File: src/rtl/wlo_host_link.sv
// wlo_host_link
// Host-side sequencer for the word-length-optimisation control link.
// Each run sends one command frame and then collects one MSE response frame.
//
// Command frame: A5, NUM_CHAN, frac[0]..frac[NUM_CHAN-1], CHK.
//   CHK is the XOR of every byte before it in the frame.
// Response frame: sync byte 5A, then 8 MSE bytes, MSB first.
//
// Ports
//   clk, rst             clock and synchronous active-high reset
//   cfg_frac, cfg_valid  fractional-width configuration offer
//   cfg_ready            high in IDLE; cfg_valid & cfg_ready starts a run
//   tx_data, tx_valid    command byte stream; a byte moves on tx_valid & tx_ready
//   tx_ready             command byte sink can accept
//   rx_data, rx_valid    response byte stream (single-cycle strobes)
//   res_mse, res_valid   last completed MSE and its one-cycle update pulse
//   res_err              one-cycle pulse when a response times out
//   busy                 high in every state except IDLE
module wlo_host_link #(
    parameter int NUM_CHAN    = 3,
    parameter int TIMEOUT_CYC = 1000000
) (
    input  logic                  clk,
    input  logic                  rst,
    input  logic [8*NUM_CHAN-1:0] cfg_frac,
    input  logic                  cfg_valid,
    output logic                  cfg_ready,
    output logic [7:0]            tx_data,
    output logic                  tx_valid,
    input  logic                  tx_ready,
    input  logic [7:0]            rx_data,
    input  logic                  rx_valid,
    output logic [63:0]           res_mse,
    output logic                  res_valid,
    output logic                  res_err,
    output logic                  busy
);

    localparam logic [1:0] ST_IDLE      = 2'd0;
    localparam logic [1:0] ST_SEND      = 2'd1;
    localparam logic [1:0] ST_WAIT_SYNC = 2'd2;
    localparam logic [1:0] ST_RECV      = 2'd3;

    localparam int             IW       = 5;
    localparam logic [IW-1:0]  LAST_IDX = IW'(NUM_CHAN + 2);
    localparam int             TW       = $clog2(TIMEOUT_CYC);
    localparam logic [TW-1:0]  TMO_LAST = TW'(TIMEOUT_CYC - 1);

    logic [1:0]            state_q, state_d;
    logic [IW-1:0]         idx_q, idx_d;
    logic [7:0]            chk_q, chk_d;
    logic [8*NUM_CHAN-1:0] frac_q, frac_d;
    logic [55:0]           shift_q, shift_d;   // first 7 payload bytes; the 8th joins on completion
    logic [2:0]            cnt_q, cnt_d;
    logic [TW-1:0]         timer_q, timer_d;
    logic [63:0]           res_mse_q, res_mse_d;
    logic                  res_valid_q, res_valid_d;
    logic                  res_err_q, res_err_d;

    // Captured configuration split into per-channel bytes.
    logic [7:0] frac_byte [NUM_CHAN];
    generate
        for (genvar gi = 0; gi < NUM_CHAN; gi++) begin : g_frac
            assign frac_byte[gi] = frac_q[8*gi +: 8];
        end
    endgenerate

    // Byte of the command frame selected by the current index.
    logic [7:0] frame_byte;
    always_comb begin
        frame_byte = 8'h00;
        if (idx_q == '0) begin
            frame_byte = 8'hA5;
        end else if (idx_q == IW'(1)) begin
            frame_byte = 8'(NUM_CHAN);
        end else if (idx_q == LAST_IDX) begin
            frame_byte = chk_q;
        end else begin
            for (int i = 0; i < NUM_CHAN; i++) begin
                if (idx_q == IW'(i + 2)) begin
                    frame_byte = frac_byte[i];
                end
            end
        end
    end

    assign tx_valid  = (state_q == ST_SEND);
    assign tx_data   = tx_valid ? frame_byte : 8'h00;
    assign cfg_ready = (state_q == ST_IDLE);
    assign busy      = (state_q != ST_IDLE);
    assign res_mse   = res_mse_q;
    assign res_valid = res_valid_q;
    assign res_err   = res_err_q;

    always_comb begin
        state_d     = state_q;
        idx_d       = idx_q;
        chk_d       = chk_q;
        frac_d      = frac_q;
        shift_d     = shift_q;
        cnt_d       = cnt_q;
        timer_d     = timer_q;
        res_mse_d   = res_mse_q;
        res_valid_d = 1'b0;
        res_err_d   = 1'b0;

        case (state_q)
            ST_IDLE: begin
                if (cfg_valid) begin
                    frac_d  = cfg_frac;
                    chk_d   = 8'h00;
                    idx_d   = '0;
                    state_d = ST_SEND;
                end
            end
            ST_SEND: begin
                if (tx_ready) begin
                    chk_d = chk_q ^ frame_byte;
                    if (idx_q == LAST_IDX) begin
                        idx_d   = '0;
                        timer_d = '0;
                        state_d = ST_WAIT_SYNC;
                    end else begin
                        idx_d = idx_q + 1'b1;
                    end
                end
            end
            ST_WAIT_SYNC: begin
                // Non-sync bytes are dropped and do not restart the timer.
                if (rx_valid && rx_data == 8'h5A) begin
                    cnt_d   = '0;
                    timer_d = '0;
                    state_d = ST_RECV;
                end else if (timer_q == TMO_LAST) begin
                    res_err_d = 1'b1;
                    state_d   = ST_IDLE;
                end else begin
                    timer_d = timer_q + 1'b1;
                end
            end
            ST_RECV: begin
                // Every byte here is payload, including any 0x5A.
                if (rx_valid) begin
                    timer_d = '0;
                    if (cnt_q == 3'd7) begin
                        res_mse_d   = {shift_q, rx_data};
                        res_valid_d = 1'b1;
                        state_d     = ST_IDLE;
                    end else begin
                        shift_d = {shift_q[47:0], rx_data};
                        cnt_d   = cnt_q + 1'b1;
                    end
                end else if (timer_q == TMO_LAST) begin
                    res_err_d = 1'b1;
                    state_d   = ST_IDLE;
                end else begin
                    timer_d = timer_q + 1'b1;
                end
            end
            default: state_d = ST_IDLE;
        endcase
    end

    always_ff @(posedge clk) begin
        if (rst) begin
            state_q     <= ST_IDLE;
            idx_q       <= '0;
            chk_q       <= '0;
            frac_q      <= '0;
            shift_q     <= '0;
            cnt_q       <= '0;
            timer_q     <= '0;
            res_mse_q   <= '0;
            res_valid_q <= 1'b0;
            res_err_q   <= 1'b0;
        end else begin
            state_q     <= state_d;
            idx_q       <= idx_d;
            chk_q       <= chk_d;
            frac_q      <= frac_d;
            shift_q     <= shift_d;
            cnt_q       <= cnt_d;
            timer_q     <= timer_d;
            res_mse_q   <= res_mse_d;
            res_valid_q <= res_valid_d;
            res_err_q   <= res_err_d;
        end
    end

endmodule

File: config.mk
export PLATFORM = sky130hd
export DESIGN_NAME = wlo_host_link
export DESIGN_NICKNAME = d
export VERILOG_FILES = /design/src/rtl/wlo_host_link.sv
export SDC_FILE = /design/constraint.sdc
export NUM_CORES = 1
export LEC_CHECK = 0
export BUFFER_PORTS_ARGS = -buffer_cell sky130_fd_sc_hd__buf_2
export CAP_MARGIN = 5
export CORE_ASPECT_RATIO = 2
export CORE_UTILIZATION = 45
export DETAILED_ROUTE_END_ITERATION = 10
export GPL_TIMING_DRIVEN = 0
export PLACE_DENSITY = 0.63
export SETUP_SLACK_MARGIN = 0.5
export SYNTH_ARGS = -nofsm -noshare
export SYNTH_HDL_FRONTEND = slang
export SYNTH_SLANG_ARGS = --single-unit
File: constraint.sdc
create_clock -name clk -period 3.2 [get_ports clk]
set_input_delay 0.32 -clock clk [delete_from_list [all_inputs] [get_ports clk]]
set_output_delay 0.32 -clock clk [all_outputs]
set_load 0.1 [all_outputs]
==> results.txt <==
----------------------------------------------------
[Outcome]
  Status ... finished clean

[Final layout]
  Synthesis-to-layout area growth ... 20.01%
  Layout filler cell count ... 1640
  Fraction of layout cells with a size suffix above 1 ... 0.1664
  Post-route cell area ... 9020 µm²
  Nets@finish ... 1156
  Antenna cell count ... 0

[Logic synthesis]
  Post-synth EDFFs ... 0
  Post-synthesis cell area ... 7516 µm²
  Async SR Flop Fraction ... 0
  Number of warnings reported in the yosys synthesis log ... 0
  Synth Register Bits ... 184
  Synthesized instance count ... 981
  Mapped Avg Cell Area ... 7.662 µm²
  Number of distinct standard cells referenced by the synthesized netlist ... 58
  Sequential area share after synthesis ... 0.4901
  Synth Net Count ... 1025
  Ys flop type ... sky130_fd_sc_hd__dfxtp_1

[Worst hold path]
  Cells on Worst Hold Path ... 3
  Kind of path behind the tightest hold check ... input pin to flop
  Hold path startpoint ... cfg_frac[20]
  Worst Hold Path EP ... frac_q[20]

[Power]
  Portion of total power attributed to combinational logic ... 0.054
  LEAKAGE ... 3.277 nW
  Power Density ... 522.2 nW/µm²
  Switching Share ... 0.2399
  VDD IR max ... 0.3519 mV
  Net switching power of the design ... 1.130 mW
  Sequential fraction of design power ... 0.494
  Fraction of power consumed by the clock network ... 0.452
  Power Internal ... 3.580 mW

[STA]
  Peak clock frequency supported by timing ... 0.3934 GHz
  Number of setup violations in the final report ... 0
  Setup clock skew after layout ... 0.009173 ns
  Share of the clock period used by the worst path after layout ... 0.7943
  Worst max-slew margin expressed relative to the limit ... 0.3942
  Post-route minimum period ... 2.542 ns
  Final-layout setup total negative slack ... 0 ns
  Slew at the pin closest to its max-slew limit ... 0.9045 ns
  Number of max-slew violations in the final report ... 0
  Unrepaired setup endpoints after global routing ... no
  Final hold vios ... 0

[Critical path]
  CP Class ... flop to output pin
  Cell count of the worst reg-to-reg path ... 7
  CP Max Fanout ... 10
  CP startpoint ... idx_q[0]
  Worst endpoint required time ... 2.88 ns
  Data arrival time of the critical path ... 2.22 ns
  Worst setup slack for register-to-register paths ... 0.87 ns
  Terminus of the critical flop-to-flop path ... res_mse[57]
  Startpoint Class ... flop
  Worst flop-to-flop path startpoint ... cnt_q[0]
  Endpoint type of the worst setup path ... output pin

[Die]
  Chip Width ... 93.39 µm
  Floorplan die area ... 17250 µm²
  Floorplan Core Area ... 16270 µm²
  Die height ... 184.8 µm
  Initial core utilization ... 0.4620
  Row Count ... 66
  Count of boundary I/O pins ... 114

[Routing]
  Via count ... 7140
  First-iteration detailed-routing DRC count ... 300
  1st-pass router iterations ... 5
  Routed length per placed instance ... 15.93 µm
  WL final ... 21.16 mm
  Via-per-instance ratio ... 5.377
  Total DRC errors in the routed layout ... 0
  Count of nets left with antenna violations after detail routing ... 0

[CTS]
  Post-cts hold buffer count ... 0
  Clk sinks ... 184
  Clock root cell ... sky130_fd_sc_hd__clkbuf_16
  Cells resized by post-CTS repair ... 16
  Maximum root-to-sink buffer count ... 2
  TritonCTS clock tree ... yes
  Worst-skew pair later-pin latency ... 0.43 ns
  TritonCTS buffer count ... 17
  Clock-pin slew reported for the worst setup and hold paths after clock tree synthesis ... 0.07 ns
  Post-CTS Repair Setup Buffers ... 0
  Total number of H-tree levels ... 4

[GRT]
  Total overflow reported by the global router ... 0
  Antenna violations before repair ... 0
  Overall fraction of global-route tracks in use ... 0.2550
  Number of global-route vias before repair ... 6954
  Wire length of the first global-routing pass ... 33.85 mm
  Largest net degree at the start of global routing ... 17

[Placed design]
  Area post-placement ... 8358 µm²
  Count of port buffers added during placement ... 112
  Final HPWL from detailed placement ... 15.94 mm
  Routability congestion estimate from global placement ... 0.8674

[Run]
  Count of max-cap constraint violations ... 0

----------------------------------------------------
-- logic make-up (layout without fill, tap and decap cells) --
family	Yosys count	in the layout	synth area share
compound gates	251	251	0.1861
buf+inv	81	224	0.04594
mux	1	1	0.001498
simple gates	453	453	0.2600
flops	184	184	0.4901
xor+xnor	4	4	0.004661
fa+ha+maj	7	7	0.01165
-- cell usage after synthesis (4+ instances only) --
cell type	count	area (µm²)
sky130_fd_sc_hd__nand2_1	341	1280
sky130_fd_sc_hd__dfxtp_1	184	3684
sky130_fd_sc_hd__a21oi_1	180	900.9
sky130_fd_sc_hd__clkbuf_1	56	210.2
sky130_fd_sc_hd__nor2_1	26	97.59
sky130_fd_sc_hd__o21ai_0	23	115.1
sky130_fd_sc_hd__nand4_1	16	100.1
sky130_fd_sc_hd__nand3_1	15	75.07
sky130_fd_sc_hd__inv_1	12	45.04
sky130_fd_sc_hd__nor3_1	11	55.05
sky130_fd_sc_hd__a311oi_1	9	78.83
sky130_fd_sc_hd__a31oi_1	8	50.05
sky130_fd_sc_hd__ha_1	7	87.58
sky130_fd_sc_hd__buf_2	5	25.02
sky130_fd_sc_hd__or3_1	5	31.28
sky130_fd_sc_hd__a211oi_1	4	30.03
sky130_fd_sc_hd__a41oi_1	4	35.03
sky130_fd_sc_hd__and3_1	4	25.02
sky130_fd_sc_hd__buf_6	4	45.04
sky130_fd_sc_hd__nor2b_1	4	25.02
sky130_fd_sc_hd__nor4_1	4	25.02
sky130_fd_sc_hd__xor2_1	4	35.03
-- state kept, by name (all words and copies together), names as in the netlist --
| name | count |
|---|---|
| res_mse | 64 |
| shift_q | 56 |
| chk_q | 8 |
| frac_q | 24 |
| res_valid | 1 |
| state_q | 2 |
| cnt_q | 3 |
| timer_q | 20 |
| idx_q | 5 |
| res_err | 1 |
-- worst max path at each step --
stage | slack, ns | end
final | 0.66 | tx_data[6]
after global routing | 0.51 | tx_data[6]
after CTS | 0.46 | tx_data[6]
after detailed placement | 0.58 | tx_data[6]
after global placement | 0.61 | tx_data[5]
after floorplan | 0.52 | tx_data[1]
-- worst max-delay path, stage by stage, from the launching register on --
cell and delay (ns):
sky130_fd_sc_hd__dfxtp_2 0.36, sky130_fd_sc_hd__ha_1 0.22, sky130_fd_sc_hd__clkbuf_2 0.18, sky130_fd_sc_hd__clkbuf_2 0.22
sky130_fd_sc_hd__o21ai_0 0.32, sky130_fd_sc_hd__nand3_1 0.14, sky130_fd_sc_hd__nor2_2 0.12, sky130_fd_sc_hd__buf_6 0.24
-- cells in the final DEF, fill, tap and decap left out, drive strengths merged, types with 16 or more instances in the layout --
cell    count
a21oi     180
nand2     341
inv        17
clkbuf     77
nand4      16
dfxtp     184
nor2       26
nand3      16
buf       123
o21ai      24
-- per-layer routing --
layer,up-vias,share of wire,track usage
met5,-,0,0
li1,3602,-,-
met3,51,0.033,0.04516
met2,153,0.56,0.4956
met1,3334,0.37,0.2455
met4,0,0.040,0.1397
-- layout make-up --
class                   instances  area, µm²  share of cell area
inverters                      12      45.04            0.004994
flip-flops and latches        184       3686              0.4087
repair buffers                112      599.3             0.06644
clock inverters                12      141.4             0.01567
well taps                     204      255.2             0.02830
plain buffers                  69      310.3             0.03440
clock buffers                  19      452.9             0.05021
multi-input cells             716       3530              0.3913
-- power by group through the flow --
stage / combinational [mW] / clock (mW) / sequential, mW
final: 0.253 / 2.13 / 2.33
after global routing: 0.275 / 2.26 / 2.33
after CTS: 0.252 / 2.16 / 2.33
after detailed placement: 0.248 / 0 / 2.38
after global placement: 0.246 / 0 / 2.38
after floorplan: 0.167 / 0 / 2.37
-- stage by stage --
step	total power [mW]	hold WS, ns	instances	setup WS (ns)	util
after floorplan	2.540	0.4322	981	0.5221	-
after global placement	2.625	0.4381	1297	0.6089	0.5138
after detailed placement	2.627	0.4436	1297	0.5827	0.5138
after CTS	4.741	0.1113	1328	0.4625	0.5526
after global routing	4.859	0.1146	1328	0.5068	0.5545
final	4.710	0.1192	1328	0.6581	0.5545
No activity file was read; power rests on OpenSTA's default activity.
